<file path="src/rtl/cascade_tick_gen_pkg.sv">
// ============================================================================
// cascade_tick_gen_pkg : FSM/mode encodings and default divisors for the
//                        cascaded tick generator.   Rev 1.0
// ============================================================================
`default_nettype none

package cascade_tick_gen_pkg;

  typedef enum logic [0:0] {
    ST_IDLE = 1'b0,
    ST_RUN  = 1'b1
  } state_e;

  localparam logic MODE_PERIODIC = 1'b0;
  localparam logic MODE_ONESHOT  = 1'b1;

  localparam int DIV_BAUD    = 10000;
  localparam int DIV_REFRESH = 1000;

  // A single-stage build still needs a 1-bit selector.
  function automatic int sel_width(input int stages);
    return (stages > 1) ? $clog2(stages) : 1;
  endfunction

endpackage

`default_nettype wire

</file>
<file path="src/rtl/cascade_tick_gen_if.sv">
// ============================================================================
// cascade_tick_gen_if : control and status bundle of the cascaded tick
//                       generator.   Rev 1.0
// ============================================================================
`default_nettype none

interface cascade_tick_gen_if
  import cascade_tick_gen_pkg::*;
#(
  parameter int STAGES = 2,
  parameter int CNT_W  = 15
) ();

  localparam int SEL_W = sel_width(STAGES);

  logic                    en;
  logic                    clr;
  logic                    mode;
  logic                    start;
  logic                    div_load;
  logic [SEL_W-1:0]        div_sel;
  logic [CNT_W-1:0]        div_val;
  logic [STAGES-1:0]       stage_tick;
  logic                    tick;
  logic                    busy;
  logic [STAGES*CNT_W-1:0] cnt_flat;

  modport master (
    output en, clr, mode, start, div_load, div_sel, div_val,
    input  stage_tick, tick, busy, cnt_flat
  );

  modport slave (
    input  en, clr, mode, start, div_load, div_sel, div_val,
    output stage_tick, tick, busy, cnt_flat
  );

endinterface

`default_nettype wire

</file>
<file path="src/rtl/cascade_tick_gen_tick_stage.sv">
// ============================================================================
// tick_stage : one prescaler stage; counts carries up to its terminal value,
//              wraps, and emits a registered one-cycle tick.   Rev 1.0
// ============================================================================
`default_nettype none

module tick_stage #(
  parameter int CNT_W = 15
) (
  input  wire logic             clk,
  input  wire logic             rst,
  input  wire logic             clr,
  input  wire logic             carry_in,
  input  wire logic [CNT_W-1:0] div,
  output logic      [CNT_W-1:0] cnt,
  output logic                  carry_out,
  output logic                  tick
);

  logic [CNT_W-1:0] cnt_q, cnt_d;
  logic             tick_q;
  logic             wrap;

  // >= rather than == so a divisor lowered below the count still wraps.
  assign wrap      = (cnt_q >= div);
  assign carry_out = carry_in & wrap;

  always_comb begin
    cnt_d = cnt_q;
    if (clr) begin
      cnt_d = '0;
    end else if (carry_in) begin
      cnt_d = wrap ? '0 : cnt_q + CNT_W'(1);
    end
  end

  always_ff @(posedge clk) begin
    if (rst) begin
      cnt_q  <= '0;
      tick_q <= 1'b0;
    end else begin
      cnt_q  <= cnt_d;
      tick_q <= carry_out & ~clr;
    end
  end

  assign cnt  = cnt_q;
  assign tick = tick_q;

endmodule

`default_nettype wire

</file>
<file path="src/rtl/cascade_tick_gen.sv">
// ============================================================================
// cascade_tick_gen : N-stage cascaded prescaler with run-time divisors,
//                    periodic/one-shot modes and one-cycle tick pulses. Rev 1.0
// ============================================================================
`default_nettype none

module cascade_tick_gen
  import cascade_tick_gen_pkg::*;
#(
  parameter int STAGES  = 2,
  parameter int CNT_W   = 15,
  parameter int DEF_DIV = 10000
) (
  input  wire logic         clk,
  input  wire logic         rst,
  cascade_tick_gen_if.slave bus
);

  logic [CNT_W-1:0]  div_q [STAGES];
  logic [CNT_W-1:0]  cnt_w [STAGES];
  logic [STAGES:0]   carry;
  logic [STAGES-1:0] stage_tick_w;
  logic              mode_q;
  logic              busy_q;
  logic              clr_eff;
  logic              adv;
  state_e            state_q, state_d;

  // A mode switch restarts everything, exactly like an explicit clear.
  assign clr_eff = bus.clr | (bus.mode != mode_q);

  assign adv      = (bus.mode == MODE_ONESHOT) ? (bus.en & (state_q == ST_RUN)) : bus.en;
  assign carry[0] = adv;

  // Divisor writes are not blocked by clear; the compare sees the old value this cycle.
  always_ff @(posedge clk) begin
    if (rst) begin
      for (int k = 0; k < STAGES; k++) begin
        div_q[k] <= CNT_W'(DEF_DIV);
      end
    end else begin
      for (int k = 0; k < STAGES; k++) begin
        if (bus.div_load && (32'(bus.div_sel) == k)) begin
          div_q[k] <= bus.div_val;
        end
      end
    end
  end

  always_comb begin
    state_d = state_q;
    if (clr_eff) begin
      state_d = ST_IDLE;
    end else if (bus.mode == MODE_ONESHOT) begin
      case (state_q)
        ST_IDLE: if (bus.start)     state_d = ST_RUN;
        ST_RUN:  if (carry[STAGES]) state_d = ST_IDLE;
        default:                    state_d = ST_IDLE;
      endcase
    end
  end

  always_ff @(posedge clk) begin
    if (rst) begin
      state_q <= ST_IDLE;
      mode_q  <= MODE_PERIODIC;
      busy_q  <= 1'b0;
    end else begin
      state_q <= state_d;
      mode_q  <= bus.mode;
      busy_q  <= bus.en;
    end
  end

  for (genvar k = 0; k < STAGES; k++) begin : g_stage
    tick_stage #(
      .CNT_W (CNT_W)
    ) u_stage (
      .clk       (clk),
      .rst       (rst),
      .clr       (clr_eff),
      .carry_in  (carry[k]),
      .div       (div_q[k]),
      .cnt       (cnt_w[k]),
      .carry_out (carry[k+1]),
      .tick      (stage_tick_w[k])
    );
    assign bus.cnt_flat[k*CNT_W +: CNT_W] = cnt_w[k];
  end

  assign bus.stage_tick = stage_tick_w;
  assign bus.tick       = stage_tick_w[STAGES-1];
  assign bus.busy       = (bus.mode == MODE_ONESHOT) ? (state_q == ST_RUN) : busy_q;

endmodule

`default_nettype wire

</file>
<file path="src/flat_wrapper.sv">
// flat-port wrapper written by rule: the top's interface ports become plain ports
module cascade_tick_gen_flat import cascade_tick_gen_pkg::*;
#(
  parameter int STAGES  = 2,
  parameter int CNT_W   = 15,
  parameter int DEF_DIV = 10000
)
  (clk, rst, bus_en, bus_clr, bus_mode, bus_start, bus_div_load, bus_div_sel, bus_div_val, bus_stage_tick, bus_tick, bus_busy, bus_cnt_flat);
  cascade_tick_gen_if #(.STAGES(STAGES), .CNT_W(CNT_W)) bus_i ();
  input  wire logic clk;
  input  wire logic rst;
  input wire logic [$bits(bus_i.en)-1:0] bus_en;
  input wire logic [$bits(bus_i.clr)-1:0] bus_clr;
  input wire logic [$bits(bus_i.mode)-1:0] bus_mode;
  input wire logic [$bits(bus_i.start)-1:0] bus_start;
  input wire logic [$bits(bus_i.div_load)-1:0] bus_div_load;
  input wire logic [$bits(bus_i.div_sel)-1:0] bus_div_sel;
  input wire logic [$bits(bus_i.div_val)-1:0] bus_div_val;
  output wire logic [$bits(bus_i.stage_tick)-1:0] bus_stage_tick;
  output wire logic [$bits(bus_i.tick)-1:0] bus_tick;
  output wire logic [$bits(bus_i.busy)-1:0] bus_busy;
  output wire logic [$bits(bus_i.cnt_flat)-1:0] bus_cnt_flat;
  assign bus_i.en = bus_en;
  assign bus_i.clr = bus_clr;
  assign bus_i.mode = bus_mode;
  assign bus_i.start = bus_start;
  assign bus_i.div_load = bus_div_load;
  assign bus_i.div_sel = bus_div_sel;
  assign bus_i.div_val = bus_div_val;
  assign bus_stage_tick = bus_i.stage_tick;
  assign bus_tick = bus_i.tick;
  assign bus_busy = bus_i.busy;
  assign bus_cnt_flat = bus_i.cnt_flat;
  cascade_tick_gen #(.STAGES(STAGES), .CNT_W(CNT_W), .DEF_DIV(DEF_DIV)) u_core (.clk(clk), .rst(rst), .bus(bus_i));
endmodule
</file>
<file path="config.mk">
export PLATFORM = sky130hd
export DESIGN_NAME = cascade_tick_gen_flat
export DESIGN_NICKNAME = d
export VERILOG_FILES = /design/src/rtl/cascade_tick_gen_pkg.sv /design/src/rtl/cascade_tick_gen_if.sv /design/src/rtl/cascade_tick_gen_tick_stage.sv /design/src/rtl/cascade_tick_gen.sv /design/src/flat_wrapper.sv
export SDC_FILE = /design/constraint.sdc
export NUM_CORES = 1
export LEC_CHECK = 0
export ABC_AREA = 1
export CAP_MARGIN = 20
export CORE_MARGIN = 2
export CORE_UTILIZATION = 49
export DETAILED_ROUTE_END_ITERATION = 16
export HOLD_SLACK_MARGIN = 0.08
export PLACE_DENSITY = 0.74
export SLEW_MARGIN = 30
export SYNTH_ARGS = -nofsm -noshare
export SYNTH_HDL_FRONTEND = slang
export SYNTH_HIERARCHICAL = 1
export SYNTH_SLANG_ARGS = --single-unit
</file>
<file path="constraint.sdc">
create_clock -name clk -period 2.12 [get_ports clk]
set_input_delay 0.424 -clock clk [delete_from_list [all_inputs] [get_ports clk]]
set_output_delay 0.424 -clock clk [all_outputs]
set_load 0.03 [all_outputs]
</file>
; Yosys cells after proc, flatten, opt, wreduce, memory -nomap -nowiden
; Memories as Yosys holds them, arrays and structs flattened.
; Cells that the tools add are included.
[classes]
add_sub_neg = 2
n_lt_le_gt_ge = 2
eq_ne = 1
mux = 17
bitwise = 11
reduce_logical = 3
[ops]
columns = op, count
row1 = $mux 15, 4
row2 = $add 15x1->15 const B, 2
row3 = $ge 15x15->1, 2
row4 = $mux 1, 12
row5 = $and 1x1->1, 5
row6 = $not 1->1, 3
row7 = $or 1x1->1, 3
row8 = $logic_and 1x1->1, 2
row9 = $pmux 1 s2, 1
row10 = $reduce_or 2->1, 1
row11 = $ne 1x1->1, 1
[word_totals]
register_bits = 35
ramBits = 30
output_inout_bits = 34
n_memories = 1
[mem_list]
columns = name, depth, word_bits, rd, rd_clocked_by_memory_dff, wr, line_no
row1 = u_core.div_q, 2, 15, 2, 0, 2, cascade_tick_gen.sv:19  ; logic [CNT_W-1:0] div_q [STAGES];

; Depth between registers and ports, before layout
[depth]
word_depth = 6
mapped_depth = 19
mapped_depth_nobuf = 18

; By module
; Netlist, hierarchy kept.
[by_module_without_submodules]
columns = mod, instances, cells_per_inst, area_per_inst_um2
row1 = tick_stage, 2, 171, 1199.9
row2 = cascade_tick_gen, 1, 87, 1228.7

; Worst setup path after synthesis
; OpenSTA, ideal clock, no wires.
[synth_path]
kind = reg2reg
start = register u_core.g_stage[0].u_stage.cnt_q[0]
end = register u_core.g_stage[1].u_stage.cnt_q[8]
setup_ps = 122
t_arrival_ps = 2136
required_ps = 1998
setup_slack_ps = -138
stages_incl_launch_ff = 17
path_buffers = 1
path_cell_list = dfxtp_1 -> inv_1 -> ha_1 -> nand2_1 -> nor2_1 -> nand2_1 -> nor2_1 -> nor2_1 -> nand3_1 -> nand2_2 -> inv_1 -> buf_4 -> inv_2 -> nor2_1 -> nand3_1 -> o32ai_1 -> nor2_1
[synth_via]
elab_chain_len = 2
[synth_lines]
columns = item, line_no
row1 = start: declaration, cascade_tick_gen_tick_stage.sv:20  ; logic [CNT_W-1:0] cnt_q, cnt_d;
row2 = start signal: assignment, cascade_tick_gen_tick_stage.sv:42  ; cnt_q <= cnt_d;
row3 = $ge 15x15->1, cascade_tick_gen_tick_stage.sv:25  ; assign wrap = (cnt_q >= div);
row4 = $and 1x1->1, cascade_tick_gen_tick_stage.sv:26  ; assign carry_out = carry_in & wrap;
row5 = net u_core.carry[1], cascade_tick_gen.sv:21  ; logic [STAGES:0] carry;
row6 = end signal: assignment, cascade_tick_gen_tick_stage.sv:42
row7 = end: declaration, cascade_tick_gen_tick_stage.sv:20
; The timed path passes the listed nets, and every way through them passes these cells.
; A chain may end at the register's enable or synchronous reset.

==> results.py <==
metrics = {
    "logic_synthesis": {
        "synthCells": 429,
        "syn_area_mm2": 0.00363,
        "ys_warn_count": 6,
        "synth_area_leader_cell": "edfxtp_1",
        "synth_top_cell_area_share": 0.248,
        "syn-num-nets": 484,
        "async_flop_share": 0,
        "seq_area_frac_synth": 0.441,
        "synthTopCellsByArea": "edfxtp_1 (25%), dfxtp_1 (19%), ha_1 (11%), inv_1 (8.2%), nand2_1 (7.4%)",
        "synth-edff-count": 30,
        "synth_cell_types": 27,
        "postSynthAreaPerCell_um2": 8.46,
        "synthFlopType": "dfxtp_1",
        "synth.ff_latch_count": 65,
    },
    "setup_path": {
        "reg2reg_from": "u_core/div_q[0][10]$_DFFE_PP_",
        "ff2ff_path_depth": 13,
        "start_kind": "flop",
        "worst-setup-path-type": "flop to flop",
        "crit_slowest_cell": "edfxtp_1",
        "r2r_slack_ns": -0.02,
        "cp_max_fo": 4,
        "crit_arrival_ns": 2.37,
        "reg2reg_to": "u_core/g_stage[1].u_stage/cnt[8]$_SDFFE_PP0P_",
        "crit_buf_inv": 3,
        "cp-end-kind": "flop",
        "critPathTopFamily": "simple AND/OR/NAND/NOR gates",
        "required_ns": 2.35,
        "cpPeakStageDelay_ns": 0.34,
        "cp.depth": 13,
        "path_cells": "inv_1 > ha_4 > nand2_2 > o21ai_0 > nand2_1 > nand3_2 > nand2_2 > inv_2 > inv_4 > nor2_4 > nand3_2 > o32ai_2 > nor2_1",
    },
    "cts": {
        "postCtsHoldBufs": 0,
        "cts_root_buf": "clkbuf_8",
        "cts.path.max_buffers": 2,
        "cts_buffers": 9,
        "htree_levels": 3,
        "path_clk_slew_ns": 0.07,
        "cts_tree": "built",
        "clock_latency_ns": 0.34,
        "cts.sinks": 65,
    },
    "global_routing": {
        "grt_pass1_wl_mm": 12.7,
        "overflow": 0,
        "antenna_found_initial": 0,
        "gr-usage-all-layers": 0.193,
        "grt_pass1_vias": 2897,
        "grt_max_degree": 16,
    },
    "floorplan": {
        "die_h_um": 90.1,
        "io_pins": 57,
        "die_w_um": 90.1,
        "core_area_mm2": 0.00721,
        "die_area_mm2": 0.00811,
        "rows": 31,
        "initial_core_util": 0.503,
    },
    "timing": {
        "hold_ws_ns": 0.532,
        "fin_ws_ns": -0.0165,
        "min_period_ns": 2.14,
        "tightest_slew_ns": 0.383,
        "maxSlewViolCount": 0,
        "fin_skew_ns": 0.00895,
        "hold_viol_final": 0,
        "slew_headroom": 0.745,
        "final.period_utilization": 1.01,
        "fmax_mhz": 468,
        "setup_viol": 1,
        "rsz0062_at_grt": "true",
    },
    "routing": {
        "drtPass1Iterations": 4,
        "final_antenna_net_count": 0,
        "wl_per_cell_um": 12.7,
        "drt_iter0_drc": 172,
        "drc_errors": 0,
        "routed_wl_mm": 7.79,
        "vias_per_cell": 4.88,
        "num_vias": 2997,
    },
    "min_path": {
        "hp-start": "u_core/state_q$_SDFFE_PP0P_",
        "hold_path_end": "u_core/state_q$_SDFFE_PP0P_",
        "holdPathStages": 4,
        "hold_class": "flop to flop",
    },
    "placed_design": {
        "hpwl_mm": 5.65,
        "gp_congestion": 0.897,
        "io_buffers": 56,
    },
    "pwr": {
        "power_density_mw_per_mm2": 581,
        "p_leak_uw": 0.00205,
        "peakVddDrop_uv": 435,
    },
    "run_status": {
        "status": "complete, but fails checks",
        "violations": "negative setup slack",
    },
    "cells_and_area": {
        "diodes": 0,
        "drive_gt1_frac": 0.231,
        "post-route-util": 0.669,
        "finalNetCount": 565,
        "n_fill_cell": 602,
        "area_delta_synth_final_pct": 33.1,
    },
    "job": {
        "drv_cap": 0,
    },
}
## worst max path at each step
stage,from,end,slack (ns)
after global routing,u_core/div_q[0][10]$_DFFE_PP_,u_core/g_stage[1].u_stage/cnt[8]$_SDFFE_PP0P_,-0.10
after CTS,u_core/div_q[0][10]$_DFFE_PP_,u_core/g_stage[1].u_stage/cnt[8]$_SDFFE_PP0P_,0.005
after detailed placement,bus_en,u_core/g_stage[1].u_stage/cnt[8]$_SDFFE_PP0P_,-0.11
final,u_core/div_q[0][10]$_DFFE_PP_,u_core/g_stage[1].u_stage/cnt[8]$_SDFFE_PP0P_,-0.02
after global placement,bus_en,u_core/g_stage[1].u_stage/cnt[8]$_SDFFE_PP0P_,-0.01
after floorplan,u_core/g_stage[0].u_stage/cnt[0]$_SDFFE_PP0P_,u_core/g_stage[1].u_stage/cnt[8]$_SDFFE_PP0P_,0.003
## synthesized netlist by cell type (4+ instances only)
cell / instances
inv_1: 79
nand2_1: 72
nor2_1: 63
dfxtp_1: 35
ha_1: 32
edfxtp_1: 30
a21oi_1: 13
nand3_1: 12
nand4_1: 11
nor2_2: 10
xnor2_1: 10
xor2_1: 10
nor2_4: 7
nand2_2: 6
o21ai_0: 6
or2_1: 5
inv_2: 4
nor3_1: 4
## cell usage in the layout, fill, tap and decap left out, drive strengths merged
cell type	instances
a21oi	13
a31o	2
and3	2
buf	21
bufinv	1
clkbuf	11
clkdlybuf4s50	55
clkinv	4
dfxtp	35
edfxtp	30
ha	32
inv	83
mux2i	2
nand2	80
nand3	14
nand4	11
nor2	80
nor3	4
o21ai	6
o32ai	2
or2	7
xnor2	10
xor2	10
## final cells by class
cell class	instances	area (um^2)	area share
clock buffers	11	174	0.0360
clock inverters	5	48.8	0.0101
inverters	83	314	0.0650
multi-input cells	275	1840	0.381
flip-flops and latches	65	1620	0.335
well taps	99	124	0.0256
repair buffers	76	708	0.147
## per-stage QoR
stage                     total power, uW  instances  instance area (um^2)  setup TNS (ns)  worst slack [ns]
after floorplan                      1560        429                  3650               0           0.00281
after global placement               1630        597                  4420         -0.0126           -0.0126
after detailed placement             1650        597                  4420          -0.378            -0.107
after CTS                            2800        613                  4650               0           0.00530
after global routing                 2930        614                  4830          -0.310            -0.101
final                                2810        614                  4830         -0.0165           -0.0165
## sequential cells by signal, indices dropped and copies added (netlist names)
name	flops
u_core/busy_q	1
u_core/div_q	30
u_core/g_stage.u_stage/cnt	30
u_core/g_stage.u_stage/tick	2
u_core/mode_q	1
u_core/state_q	1
## per-layer routing
metal / global-route usage / vias up / routed length (um)
met3: 0.0427 / 15 / 323
met2: 0.322 / 73 / 3820
li1: - / 1513 / -
met5: 0 / - / 0
met4: 0.0910 / 0 / 185
met1: 0.238 / 1396 / 3460
## kinds of logic (layout without fill, tap and decap cells)
logic type / Yosys count / in the layout / share of synthesized area
DFF: 65 / 65 / 0.441
AOI/OAI and AO/OA: 23 / 23 / 0.0359
xor gates and xnor gates: 20 / 20 / 0.0483
muxes: 2 / 2 / 0.00552
and+or+nand+nor: 198 / 198 / 0.257
adders and majority gates: 32 / 32 / 0.110
buffers and inverters: 89 / 175 / 0.101
## where the power goes
| part | switching, uW | leakage (uW) | internal (uW) | total, uW |
|---|---|---|---|---|
| clock | 473 | 0.000117 | 676 | 1150 |
| sequential | 15.4 | 0.000590 | 1370 | 1390 |
| combinational | 154 | 0.00134 | 117 | 271 |
| total | 642 | 0.00205 | 2160 | 2810 |
## worst min-delay path, cell delays in order, from the launching register on
cell and delay, ns:
dfxtp_1 0.31, nand2_1 0.06, nand2_1 0.04, inv_1 0.04, nor2_1 0.04
## what timing repair did
item / CTS / global route
gates resized for setup: 3 / 35
endpoints found under the hold margin: 0 / 0
setup endpoints to repair: 2 / 16
buffers inserted: 0 / 1
cloned: 0 / 0
pin swaps: 1 / 25
Note: power is estimated with default switching activity, not from simulation.
==> patch: new RTL, same flow settings <==
`STAGES` is set to 2 in 3 places; all go to 8.
--- a/src/rtl/cascade_tick_gen_if.sv
+++ b/src/rtl/cascade_tick_gen_if.sv
@@ -8,5 +8,5 @@
   import cascade_tick_gen_pkg::*;
 #(
-  parameter int STAGES = 2,
+  parameter int STAGES = 8,
   parameter int CNT_W  = 15
 ) ();
--- a/src/rtl/cascade_tick_gen.sv
+++ b/src/rtl/cascade_tick_gen.sv
@@ -8,5 +8,5 @@
   import cascade_tick_gen_pkg::*;
 #(
-  parameter int STAGES  = 2,
+  parameter int STAGES  = 8,
   parameter int CNT_W   = 15,
   parameter int DEF_DIV = 10000
--- a/src/flat_wrapper.sv
+++ b/src/flat_wrapper.sv
@@ -2,5 +2,5 @@
 module cascade_tick_gen_flat import cascade_tick_gen_pkg::*;
 #(
-  parameter int STAGES  = 2,
+  parameter int STAGES  = 8,
   parameter int CNT_W   = 15,
   parameter int DEF_DIV = 10000
Ports: changed (resized bus_cnt_flat, bus_div_sel and bus_stage_tick); port bits go from 57 to 155. The function was not compared with the original's and may differ.
==> patch against the original RTL <==
- the flow still finishes with violations (negative setup slack)
- final cell count grew to 4.0 times the old value
- synthesized cell count grew to 3.9 times the old value
- synthesized area grew to 3.9 times the old value
- largest cell class unchanged
- wire length rose to 5.0 times the old value
- critical endpoint is now u_core/g_stage[7].u_stage/cnt[13]
- sequential share of layout area is 1.1 points lower
- final area grew to 4.0 times the old value
- die area rose to 3.7 times the old value
- clock power grew to 4.4 times the old value
- sequential cell count increased by 186
- setup slack worse by 580 ps
- critical path depth up 14
- highest routed layer is now met5
- total power rose to 4.0 times the old value
==> patch: results (changes against the original RTL) <==
status - finished, violations left
failing checks - negative setup slack
# diodes - 2 (+2)
post-CTS resize count - 192 (+189)
Hold WS - 444 ps (-87.1 ps)
arrival time at the worst endpoint - 3160 ps (+790 ps)
initial DRC count - 1116 (+550%)
Nets - 2187 (+290%)
final setup vio count - 103 (+102)
Placer Congestion - 0.872 (-2.8%)
TNS Setup - -33460 ps (-33450 ps)
met1 global-route usage - 30.5% (+6.7 points)
Flop pwr share - 47.6% (-1.8 points)
worst-margin pin slew - 762 ps (+379 ps)
clkbuf count - 35 (+24)
syn_nets - 1830 (+280%)
Clock-cell share - 4.89% (+0.28 points)
DR vias - 12400 (+310%)
Final Skew - 27.2 ps (+18.3 ps)
hold path endpoint - u_core/mode_q
CP startpoint - u_core/div_q[0][8]
R2R depth - 27 (+14)
clk pwr - 0.00501 W (+340%)
synthesis-to-layout area growth - 38.1%
Power Density - 573 nW/µm² (-1.3%)
fraction of cell area in non-clock buffers - 16.2% (+1.5 points)
Layout fillers - 2141 (+260%)
register area - 6290 µm² (+290%)
Synth top cells by count - nor2_1 (316), nand2_1 (310), inv_1 (278)
post-detail-place hpwl - 26900 µm (+380%)
first-pass GRT wire length - 59400 µm (+370%)
slowest stage delay, CP - 360 ps (+20 ps)
Worst Setup Slack, final - -597 ps (-580 ps)
Seq cells post-synth - 251 (+290%)
Non-clk bufs - 348 (+360%)
H-tree depth - 1 (-2)
hold_sp - bus_mode
min-delay worst type - primary input to flop
==> patch: cell count changes in the layout (fill, tap and decap cells not counted), moves of 89 or more <==
cell / delta
nor2_1: +229
nand2_1: +227
inv_1: +176
buf_4: +142
dlygate4sd2_1: +98
edfxtp_1: +90
ha_1: +90
dfxtp_1: +89
==> patch: cell families (layout without fill, tap and decap cells) <==
group | after synthesis | count (layout) | share of synthesized area (%)
AND/OR/NAND/NOR | 815 | 818 | 26.1
buffers and inverters | 311 | 686 | 9.14
flip-flops | 251 | 251 | 44.3
adder cells (fa/ha/maj) | 128 | 128 | 11.4
AO/OA/AOI/OAI | 84 | 84 | 3.42
XOR/XNOR | 80 | 80 | 4.99
multiplexers | 8 | 8 | 0.570
other | 0 | 2 | 0
==> patch: per-layer routing <==
metal  part of all wire (%)  vias up
li1                       -     6043
met1                     41     5892
met2                     50      406
met3                    5.8       89
met4                    3.2        4
met5                  0.069        -
